File: config.mk
export PLATFORM = sky130hd
export DESIGN_NAME = dmem_port_arbiter
export DESIGN_NICKNAME = d
export VERILOG_FILES = /design/src/rtl/dmem_port_arbiter.sv
export SDC_FILE = /design/constraint.sdc
export NUM_CORES = 1
export LEC_CHECK = 0
export CAP_MARGIN = 20
export CORE_AREA = 2 2 120 122
export DETAILED_ROUTE_END_ITERATION = 8
export DIE_AREA = 0 0 122 124
export PLACE_DENSITY = 0.67
export SLEW_MARGIN = 15
export SYNTH_ARGS = -nofsm -noshare
export SYNTH_HDL_FRONTEND = slang
export SYNTH_SLANG_ARGS = --single-unit
File: constraint.sdc
create_clock -name clk -period 3.9 [get_ports clk]
set_input_delay 0.585 -clock clk [delete_from_list [all_inputs] [get_ports clk]]
set_output_delay 0.585 -clock clk [all_outputs]
set_load 0.01 [all_outputs]
File: src/rtl/dmem_port_arbiter.sv
// rtl/dmem_port_arbiter.sv - data-memory port arbiter between CPU access stage and DMA/debug
// CPU wins by default; after MAX_CPU_STREAK contended CPU wins one DMA slot is forced.
module dmem_port_arbiter #(
  parameter int MAX_CPU_STREAK = 4
) (
  input  logic        clk,
  input  logic        rst,
  input  logic        cpu_req,
  input  logic        cpu_wr_en,
  input  logic [31:0] cpu_addr,
  input  logic [31:0] cpu_wr_data,
  input  logic [3:0]  cpu_wr_mask,
  output logic        cpu_stall,
  output logic        cpu_rd_valid,
  output logic [31:0] cpu_rd_data,
  input  logic        dma_valid,
  input  logic        dma_wr_en,
  input  logic [31:0] dma_addr,
  input  logic [31:0] dma_wr_data,
  input  logic [3:0]  dma_wr_mask,
  output logic        dma_ready,
  output logic        dma_rd_valid,
  output logic [31:0] dma_rd_data,
  output logic        mem_en,
  output logic [3:0]  mem_we,
  output logic [31:0] mem_addr,
  output logic [31:0] mem_wr_data,
  input  logic [31:0] mem_rd_data
);

  localparam logic [3:0] STREAK_MAX = 4'(MAX_CPU_STREAK);

  logic [3:0]  streak;
  logic [3:0]  streak_nxt;
  logic        cpu_grant;
  logic        dma_grant;
  logic        sel_wr_en;
  logic [31:0] sel_addr;
  logic [31:0] sel_wr_data;
  logic [3:0]  sel_wr_mask;
  logic        pend_cpu;
  logic        pend_dma;
  logic [31:0] cpu_rd_hold;
  logic [31:0] dma_rd_hold;

  // Grants are forced low while rst is high so nothing reaches the BRAM.
  always_comb begin
    cpu_grant = 1'b0;
    dma_grant = 1'b0;
    if (!rst) begin
      if (cpu_req && !(dma_valid && (streak >= STREAK_MAX))) begin
        cpu_grant = 1'b1;
      end else if (dma_valid) begin
        dma_grant = 1'b1;
      end
    end
  end

  // Streak only grows while the DMA is actually being kept waiting.
  always_comb begin
    streak_nxt = 4'd0;
    if (cpu_grant && dma_valid) begin
      if (streak >= STREAK_MAX) begin
        streak_nxt = STREAK_MAX;
      end else begin
        streak_nxt = streak + 4'd1;
      end
    end
  end

  always_comb begin
    sel_wr_en   = cpu_wr_en;
    sel_addr    = cpu_addr;
    sel_wr_data = cpu_wr_data;
    sel_wr_mask = cpu_wr_mask;
    if (dma_grant) begin
      sel_wr_en   = dma_wr_en;
      sel_addr    = dma_addr;
      sel_wr_data = dma_wr_data;
      sel_wr_mask = dma_wr_mask;
    end
  end

  assign mem_en      = cpu_grant | dma_grant;
  assign mem_we      = (mem_en && sel_wr_en) ? sel_wr_mask : 4'b0000;
  assign mem_addr    = sel_addr & 32'hFFFF_FFFC;
  assign mem_wr_data = sel_wr_data;

  assign cpu_stall = cpu_req & ~cpu_grant & ~rst;
  assign dma_ready = dma_grant;

  always_ff @(posedge clk or posedge rst) begin
    if (rst) begin
      streak      <= 4'd0;
      pend_cpu    <= 1'b0;
      pend_dma    <= 1'b0;
      cpu_rd_hold <= 32'd0;
      dma_rd_hold <= 32'd0;
    end else begin
      streak   <= streak_nxt;
      pend_cpu <= cpu_grant & ~cpu_wr_en;
      pend_dma <= dma_grant & ~dma_wr_en;
      if (pend_cpu) begin
        cpu_rd_hold <= mem_rd_data;
      end
      if (pend_dma) begin
        dma_rd_hold <= mem_rd_data;
      end
    end
  end

  // BRAM data is live only in the return cycle; the hold register keeps it afterwards.
  assign cpu_rd_valid = pend_cpu;
  assign dma_rd_valid = pend_dma;
  assign cpu_rd_data  = pend_cpu ? mem_rd_data : cpu_rd_hold;
  assign dma_rd_data  = pend_dma ? mem_rd_data : dma_rd_hold;

endmodule

==> flow_summary.json, run 1 <==
{
  "synth_cell_types": 26,
  "syn_area_um2": 3720,
  "critical_path_class": "in2out",
  "synth_top_area_share_pct": 47.1,
  "rrSetupSlack_ps": 2640,
  "grt_setup_unrepaired": "no",
  "start_util_pct": 27.1,
  "grt_max_degree": 71,
  "first_pass_iters": 4,
  "hpwlAfterDp_mm": 13.0,
  "synth_seq_cells": 70,
  "synth_area_per_cell_um2": 15.3,
  "final_cell_mix": "304 x clkdlybuf4s50_1, 70 x dfrtp_1, 63 x mux2_2, 59 x mux2_4, 9 x clkbuf_16",
  "drt_iter0_drc": 85,
  "core_um2": 13700,
  "num_rows": 43,
  "drc_errors": 0,
  "synth_top_family_by_area": "multiplexers",
  "hold_buffers": 0,
  "grt_remaining_overflow": 0,
  "grt_pass1_wl_mm": 21.6,
  "numCtsBuffers": 9,
  "path_clk_slew_ps": 50,
  "antenna_left": 0,
  "post_cts_buffers": 0,
  "p_leak_nw": 2.97,
  "routed_wl_mm": 15.8,
  "cts_tree": "done",
  "p_per_area_nw_per_um2": 379,
  "h-tree-depth": 3,
  "grtUsageTotal_pct": 19.8,
  "fp.dieArea_um2": 15100,
  "synth_xor_area_share_pct": 0,
  "final_common_cell": "clkdlybuf4s50_1",
  "synth_compound_area_share_pct": 1.45,
  "status": "finished clean",
  "wl_per_cell_um": 21.4,
  "yosys.area_share.simple_pct": 3.63,
  "layoutNonFillerInstCount": 737,
  "max_slew_margin_pct": 42.0,
  "globalplace.congestion": 0.761,
  "path_max_fanout": 42,
  "drive_gt1_share_pct": 26.6,
  "die_height_um": 124,
  "worstHoldPathType": "reg2reg",
  "dpl_cell_area_um2": 6960,
  "via_count": 3250,
  "placed_cells": 722,
  "vias_per_cell": 4.41,
  "fin_hold_ws_ps": 435,
  "worst_ep_required_time_ps": 3310,
  "worst_clock_skew_ps": 6.49,
  "ios": 311,
  "synthMuxAreaShare_pct": 44.1,
  "maxCapViolations": 0,
  "grt_pass1_vias": 3473,
  "worst_ep_arrival_time_ps": 2840,
  "critPathCaptureType": "output pin",
  "yosys_warnings": 0,
  "cts_buffer_depth": 2,
  "period_share_pct": 87.8,
  "post-route-min-period_ps": 3430,
  "ir_worst_vdd_mv": 0.334,
  "setup_ws_ps": 474,
  "cts.sinks": 70,
  "synthAdderAreaFrac_pct": 0.336,
  "synth_cells": 244,
  "antenna_found_initial": 4,
  "diodes": 0,
  "nNetsFinal": 728,
  "worstMarginPinSlew_ps": 870,
  "area_growth_pct": 94.9,
  "pre_cts_ws_ps": 458,
  "final_hold_viol_count": 0,
  "root_buffer": "clkbuf_16",
  "final_util_pct": 52.9,
  "tns_ps": 0,
  "setup.worst_path.start_class": "input port",
  "power_mw": 2.75,
  "yosysSeqAreaShare_pct": 47.1,
  "synthTopCellsByArea": "dfrtp_1 47%, mux2_4 24%, mux2_2 19%",
  "die_w_um": 122,
  "cts-resized-gates": 0,
  "yosysTopAreaCell": "dfrtp_1",
  "maxSlewViolCount": 0,
  "fmax_mhz": 292,
  "finalInstanceArea_um2": 7250,
  "port_buffers": 304,
  "insertion_delay_ps": 320,
  "setup_viol": 0
}
## report_power, final
group | leakage (nW) | switching, mW | total [mW] | internal (mW)
Combinational | 1.99 | 0.390 | 1.06 | 0.671
Sequential | 0.841 | 0.0341 | 0.904 | 0.870
Clock | 0.141 | 0.281 | 0.787 | 0.506
## Yosys cell counts
master    count
conb_1        1
ha_1          1
nor3b_4       1
a32oi_1       1
and2_1        2
buf_6         6
inv_1         1
nor2_4        1
a21oi_1       4
clkbuf_1      2
or3b_2        1
nor3b_1       1
mux2_4       59
or2b_1        1
mux2_1        4
buf_2         6
nor4b_1       1
nor2b_1       2
o21ai_0       5
mux2_2       63
nand2b_1      1
dfrtp_1      70
nand4_1       4
buf_4         2
nor2_1        3
nor3_1        1
## sequential cells by signal (all words and copies together) (netlist names)
register      count
cpu_rd_hold      32
dma_rd_hold      32
streak            4
cpu_rd_valid      1
dma_rd_valid      1
## worst max-delay path, stage by stage
cell and delay, ps:
clkdlybuf4s50_1 480, nand2b_1 270, nor2_4 140, buf_12 280
buf_4 260, mux2_4 330, clkdlybuf4s50_1 480
## worst paths after layout
check                                  startpoint                        to  cells past startpoint
setup reg to reg           cpu_rd_valid$_DFF_PP0_  cpu_rd_hold[2]$_DFF_PP0_                      2
hold / removal                streak[0]$_DFF_PP0_       streak[0]$_DFF_PP0_                      1
hold reg to reg               streak[0]$_DFF_PP0_       streak[0]$_DFF_PP0_                      1
setup / recovery                              rst              mem_addr[22]                      7
min in group asynchronous                     rst       streak[3]$_DFF_PP0_                      3
max in group asynchronous                     rst  dma_rd_hold[8]$_DFF_PP0_                      3
## routing by layer
layer	routed length, um	up-vias	track usage (%)
li1	-	1494	-
met1	6030	1557	23.4
met2	7760	166	32.8
met3	1650	25	8.47
met4	303	8	5.89
met5	67	-	0
## final cells by class
class,count,area (um2)
timing repair buffer,312,3130
sequential,70,1750
fill,1214,6470
clock inverter,4,47.5
inverter,1,3.75
tap,180,225
multi-input combinational,159,1850
clock buffer,11,243
## cells by family after synthesis
kind of cell,count (synthesis)
compound gates,10
simple gates,19
other cells,1
buf+inv,17
fa+ha+maj,1
flops,70
mux,126
(Power assumes the default switching activity.)
==> inputs of run 2 (changes only) <==
--- a/config.mk
+++ b/config.mk
@@ -10,6 +10,7 @@
 export DETAILED_ROUTE_END_ITERATION = 8
 export DIE_AREA = 0 0 122 124
 export PLACE_DENSITY = 0.67
+export SETUP_SLACK_MARGIN = 0.5
 export SLEW_MARGIN = 15
 export SYNTH_ARGS = -nofsm -noshare
 export SYNTH_HDL_FRONTEND = slang
==> flow_summary.json, run 2 (synthesis gave the netlist of run 1 again) <==
{
  "status": "finished clean",
  "rrSetupSlack_ps": 2640,
  "die_w_um": 122,
  "ios": 311,
  "globalplace.congestion": 0.761,
  "root_buffer": "clkbuf_16",
  "cp_top_family": "buffers and inverters",
  "antenna_found_initial": 4,
  "final_util_pct": 53.4,
  "post-route-min-period_ps": 3310,
  "setup.worst_path.start_class": "input port",
  "numCtsBuffers": 9,
  "fp.dieArea_um2": 15100,
  "grtUsageTotal_pct": 20.0,
  "grt_setup_unrepaired": "yes",
  "hp-start": "streak[0]$_DFF_PP0_",
  "ir_worst_vdd_mv": 0.332,
  "r2r_end": "cpu_rd_hold[2]$_DFF_PP0_",
  "max_slew_margin_pct": 41.4,
  "port_buffers": 304,
  "p_leak_nw": 3.01,
  "via_count": 3263,
  "area_growth_pct": 96.8,
  "grt_pass1_vias": 3486,
  "hpwlAfterDp_mm": 13.0,
  "worst_clock_skew_ps": 6.88,
  "cts.sinks": 70,
  "grt_pass1_wl_mm": 21.8,
  "grt_max_degree": 71,
  "hold_path_depth": 1,
  "holdPathEnd": "streak[0]$_DFF_PP0_",
  "maxCapViolations": 0,
  "core_um2": 13700,
  "worst_ep_required_time_ps": 3310,
  "nNetsFinal": 731,
  "first_pass_iters": 4,
  "final_cell_mix": "304 x clkdlybuf4s50_1, 70 x dfrtp_1, 63 x mux2_2, 59 x mux2_4, 10 x clkbuf_16",
  "worst_ep_arrival_time_ps": 2730,
  "setup_viol": 0,
  "p_per_area_nw_per_um2": 377,
  "power_mw": 2.76,
  "diodes": 0,
  "vias_per_cell": 4.41,
  "wl_per_cell_um": 21.7,
  "antenna_left": 0,
  "crit_path_cell_trace": "clkdlybuf4s50_1 > nand2b_2 > nor2_4 > bufbuf_16 > mux2_4 > clkdlybuf4s50_1",
  "drc_errors": 0,
  "critPathCaptureType": "output pin",
  "critical_path_buf_inv_count": 3,
  "cp_common_cell": "clkdlybuf4s50_1",
  "drive_gt1_share_pct": 27.1,
  "period_share_pct": 84.9,
  "final_hold_viol_count": 0,
  "critical_path_class": "in2out",
  "tns_ps": 0,
  "fmax_mhz": 302,
  "die_height_um": 124,
  "worstHoldPathType": "reg2reg",
  "insertion_delay_ps": 320,
  "path_clk_slew_ps": 50,
  "cts_tree": "done",
  "regArea_um2": 1750,
  "multiInputGateArea_um2": 1860,
  "h-tree-depth": 3,
  "grt_remaining_overflow": 0,
  "fin_hold_ws_ps": 435,
  "start_util_pct": 27.1,
  "crit_path_top_delay_cell": "clkdlybuf4s50_1",
  "cts_buffer_depth": 2,
  "r2r_start": "cpu_rd_valid$_DFF_PP0_",
  "num_rows": 43,
  "drt_iter0_drc": 86,
  "top_regs": "cpu_rd_hold x32, dma_rd_hold x32, streak x4",
  "r2r_cells": 2,
  "slowest_delay_ps": 530,
  "worstMarginPinSlew_ps": 879,
  "nFillCells": 1209,
  "routed_wl_mm": 16.0,
  "path_max_fanout": 21,
  "maxSlewViolCount": 0,
  "final_common_cell": "clkdlybuf4s50_1"
}
==> run 2: cell types whose count changed in the layout (fill, tap and decap cells not counted) <==
cell       before  now
nand2b_2        0    1
nand2b_1        1    0
clkbuf_16       9   10
buf_6           0    1
bufbuf_16       0    1
==> run 2: final cells by class <==
cell class | instances | share of cell area [%]
clock buffer | 11 | 3.31
clock inverter | 4 | 0.649
inverter | 1 | 0.0513
multi-input combinational | 159 | 25.3
sequential | 70 | 23.9
tap | 180 | 3.08
timing repair buffer | 315 | 43.7
==> run 2: worst max-delay path by stage <==
stage          start  slack [ps]  cells past startpoint         endpoint
6_report         rst         590                      6  mem_wr_data[20]
5_1_grt          rst         480                      6  mem_wr_data[20]
4_1_cts          rst         530                      7     mem_addr[22]
3_5_place_dp     rst         460                      7     mem_addr[25]
3_3_place_gp     rst         500                      7     mem_addr[22]
2_1_floorplan    rst         540                      3        mem_we[0]
==> run 2: timing repair <==
item | 4_1_cts | 5_1_grt
gates cloned | 1 | 1
gates resized for setup | 0 | 2
pin swaps | 0 | 1
setup endpoints to repair | 12 | 19
buffers inserted | 0 | 1
hold buffers | 0 | 0
==> run 2: metal layers <==
metal	wire length (um)	part of all wire [%]	up-vias	global-route usage, %
li1	-	-	1500	-
met1	6220	39	1571	23.9
met2	7800	49	159	32.9
met3	1630	10	25	8.47
met4	315	2.0	8	5.89
met5	67	0.42	-	0
==> run 2: metrics by stage <==
stage | setup slack (ps) | cells | cell area (um2)
finish | 587 | 740 | 7320
global route | 485 | 740 | 7320
CTS | 525 | 738 | 7280
detailed placement | 458 | 722 | 6960
global placement | 495 | 722 | 6960
floorplan | 545 | 246 | 3730
==> run 2: power by group <==
part / switching (mW) / total [mW] / internal (mW)
clock network: 0.280 / 0.786 / 0.506
registers: 0.0340 / 0.904 / 0.870
logic: 0.393 / 1.07 / 0.678
total: 0.707 / 2.76 / 2.05
==> inputs of run 3 (changes only) <==
==> constraint.sdc (replaced) <==
create_clock -name clk -period 3.4 [get_ports clk]
set_input_delay 0.51 -clock clk [delete_from_list [all_inputs] [get_ports clk]]
set_output_delay 0.51 -clock clk [all_outputs]
set_load 0.01 [all_outputs]
==> flow_summary.json, run 3 (synthesis gave the netlist of run 1 again) <==
{
  "status": "finished clean",
  "period_share_pct": 84.5,
  "via_count": 3361,
  "seqPwrFrac_pct": 32.1,
  "p_switching_mw": 0.832,
  "wl_per_cell_um": 22.0,
  "final_util_pct": 54.1,
  "critical_path_buf_inv_count": 4,
  "fmax_mhz": 348,
  "hold_buffers": 0,
  "slowest_delay_ps": 560,
  "cp_top_family": "buffers and inverters",
  "drt_iter0_drc": 85,
  "start_util_pct": 27.1,
  "diodes": 0,
  "p_leak_nw": 3.24,
  "tns_ps": 0,
  "insertion_delay_ps": 320,
  "layoutNonFillerInstCount": 745,
  "port_buffers": 304,
  "globalplace.congestion": 0.845,
  "root_buffer": "clkbuf_16",
  "setup.worst_path.start_class": "input port",
  "die_w_um": 122,
  "placed_cells": 723,
  "ios": 311,
  "die_height_um": 124,
  "grt_pass1_vias": 3597,
  "grtUsageTotal_pct": 20.3,
  "p_sw_share_pct": 25.8,
  "p_int_mw": 2.40,
  "maxCapViolations": 0,
  "power_frac_clock_pct": 30.2,
  "post-route-min-period_ps": 2870,
  "drc_errors": 0,
  "fin_hold_ws_ps": 438,
  "worst_ep_required_time_ps": 2890,
  "critPathCaptureType": "output pin",
  "fp.dieArea_um2": 15100,
  "ir_worst_vdd_mv": 0.428,
  "nNetsFinal": 736,
  "grt_pass1_wl_mm": 22.2,
  "max_slew_margin_pct": 41.4,
  "core_um2": 13700,
  "vias_per_cell": 4.51,
  "final_hold_viol_count": 0,
  "crit_path_top_delay_cell": "clkdlybuf4s50_1",
  "critical_path_class": "in2out",
  "top_regs": "cpu_rd_hold x32, dma_rd_hold x32, streak x4",
  "cts_buffer_depth": 2,
  "num_rows": 43,
  "area_growth_pct": 99.4,
  "grt_remaining_overflow": 0,
  "power_mw": 3.23,
  "worstMarginPinSlew_ps": 878,
  "final_cell_mix": "256 x clkdlybuf4s50_1, 70 x dfrtp_1, 63 x mux2_2, 59 x mux2_4, 33 x dlygate4sd2_1",
  "drive_gt1_share_pct": 28.1,
  "h-tree-depth": 3,
  "setup_viol": 0,
  "cts_tree": "done",
  "path_clk_slew_ps": 50,
  "worst_clock_skew_ps": 7.09,
  "grt_max_degree": 71,
  "path_max_fanout": 10,
  "grt_setup_unrepaired": "yes",
  "combPwrFrac_pct": 37.7,
  "first_pass_iters": 4,
  "routed_wl_mm": 16.4,
  "antenna_left": 0,
  "maxSlewViolCount": 0,
  "p_per_area_nw_per_um2": 435,
  "antenna_found_initial": 0,
  "worst_ep_arrival_time_ps": 2360,
  "final_common_cell": "clkdlybuf4s50_1",
  "numCtsBuffers": 9,
  "hpwlAfterDp_mm": 13.2,
  "crit_path_cell_trace": "clkdlybuf4s50_1 > nand2b_4 > nor2_4 > buf_12 > buf_12 > mux2_4 > clkdlybuf4s50_1",
  "cts.sinks": 70,
  "worstHoldPathType": "reg2reg"
}
run 3: cell types whose count changed in the layout (fill, tap and decap cells not counted), moves of 2 or more:
cell             delta
dlymetal6s2s_1     +15
clkinv_4            +2
dlygate4sd2_1      +33
buf_4               +4
clkdlybuf4s50_1    -48
run 3: layer usage:
| layer | routed length, um | GRT usage (%) | vias up |
|---|---|---|---|
| met1 | 6340 | 25.0 | 1651 |
| met5 | 0 | 0 | - |
| li1 | - | - | 1507 |
| met2 | 8060 | 33.9 | 181 |
| met4 | 378 | 6.47 | 0 |
| met3 | 1620 | 6.50 | 22 |
run 3: cell type report:
cell class	instances	area (um2)
Multi-Input combinational cell	159	1860
Fill cell	1193	6300
Inverter	1	7.51
Clock buffer	9	225
Timing Repair Buffer	320	3260
Clock inverter	6	87.6
Tap cell	180	225
Sequential cell	70	1750
run 3: repair_timing:
action | 4_1_cts | 5_1_grt
setup buffers | 5 | 0
endpoints found under the setup margin | 66 | 20
gates resized for setup | 37 | 17
cloned | 1 | 1
pin swaps | 0 | 0
run 3: worst paths after layout:
path                       slack (ps)  cells after the start                         to                   start
hold reg to reg                   440                      1        streak[0]$_DFF_PP0_     streak[0]$_DFF_PP0_
max in group asynchronous        1860                      4  cpu_rd_hold[26]$_DFF_PP0_                     rst
setup reg to reg                 2090                      2  cpu_rd_hold[25]$_DFF_PP0_  cpu_rd_valid$_DFF_PP0_
min in group asynchronous         960                      4        streak[3]$_DFF_PP0_                     rst
hold / removal                    440                      1        streak[0]$_DFF_PP0_     streak[0]$_DFF_PP0_
setup / recovery                  530                      7               mem_addr[28]                     rst
run 3: power by group through the flow:
stage               clock network, mW  registers (mW)  logic (mW)
finish                          0.974            1.04        1.22
global route                     1.04            1.06        1.29
CTS                             0.998            1.04        1.23
detailed placement                  0            1.05        1.23
global placement                    0            1.05        1.22
floorplan                           0            1.04       0.484
run 3: stage by stage:
stage	setup WS, ps	cell area [um2]
floorplan	681	3730
global placement	274	6970
detailed placement	248	6970
CTS	446	7350
global route	478	7420
finish	526	7420
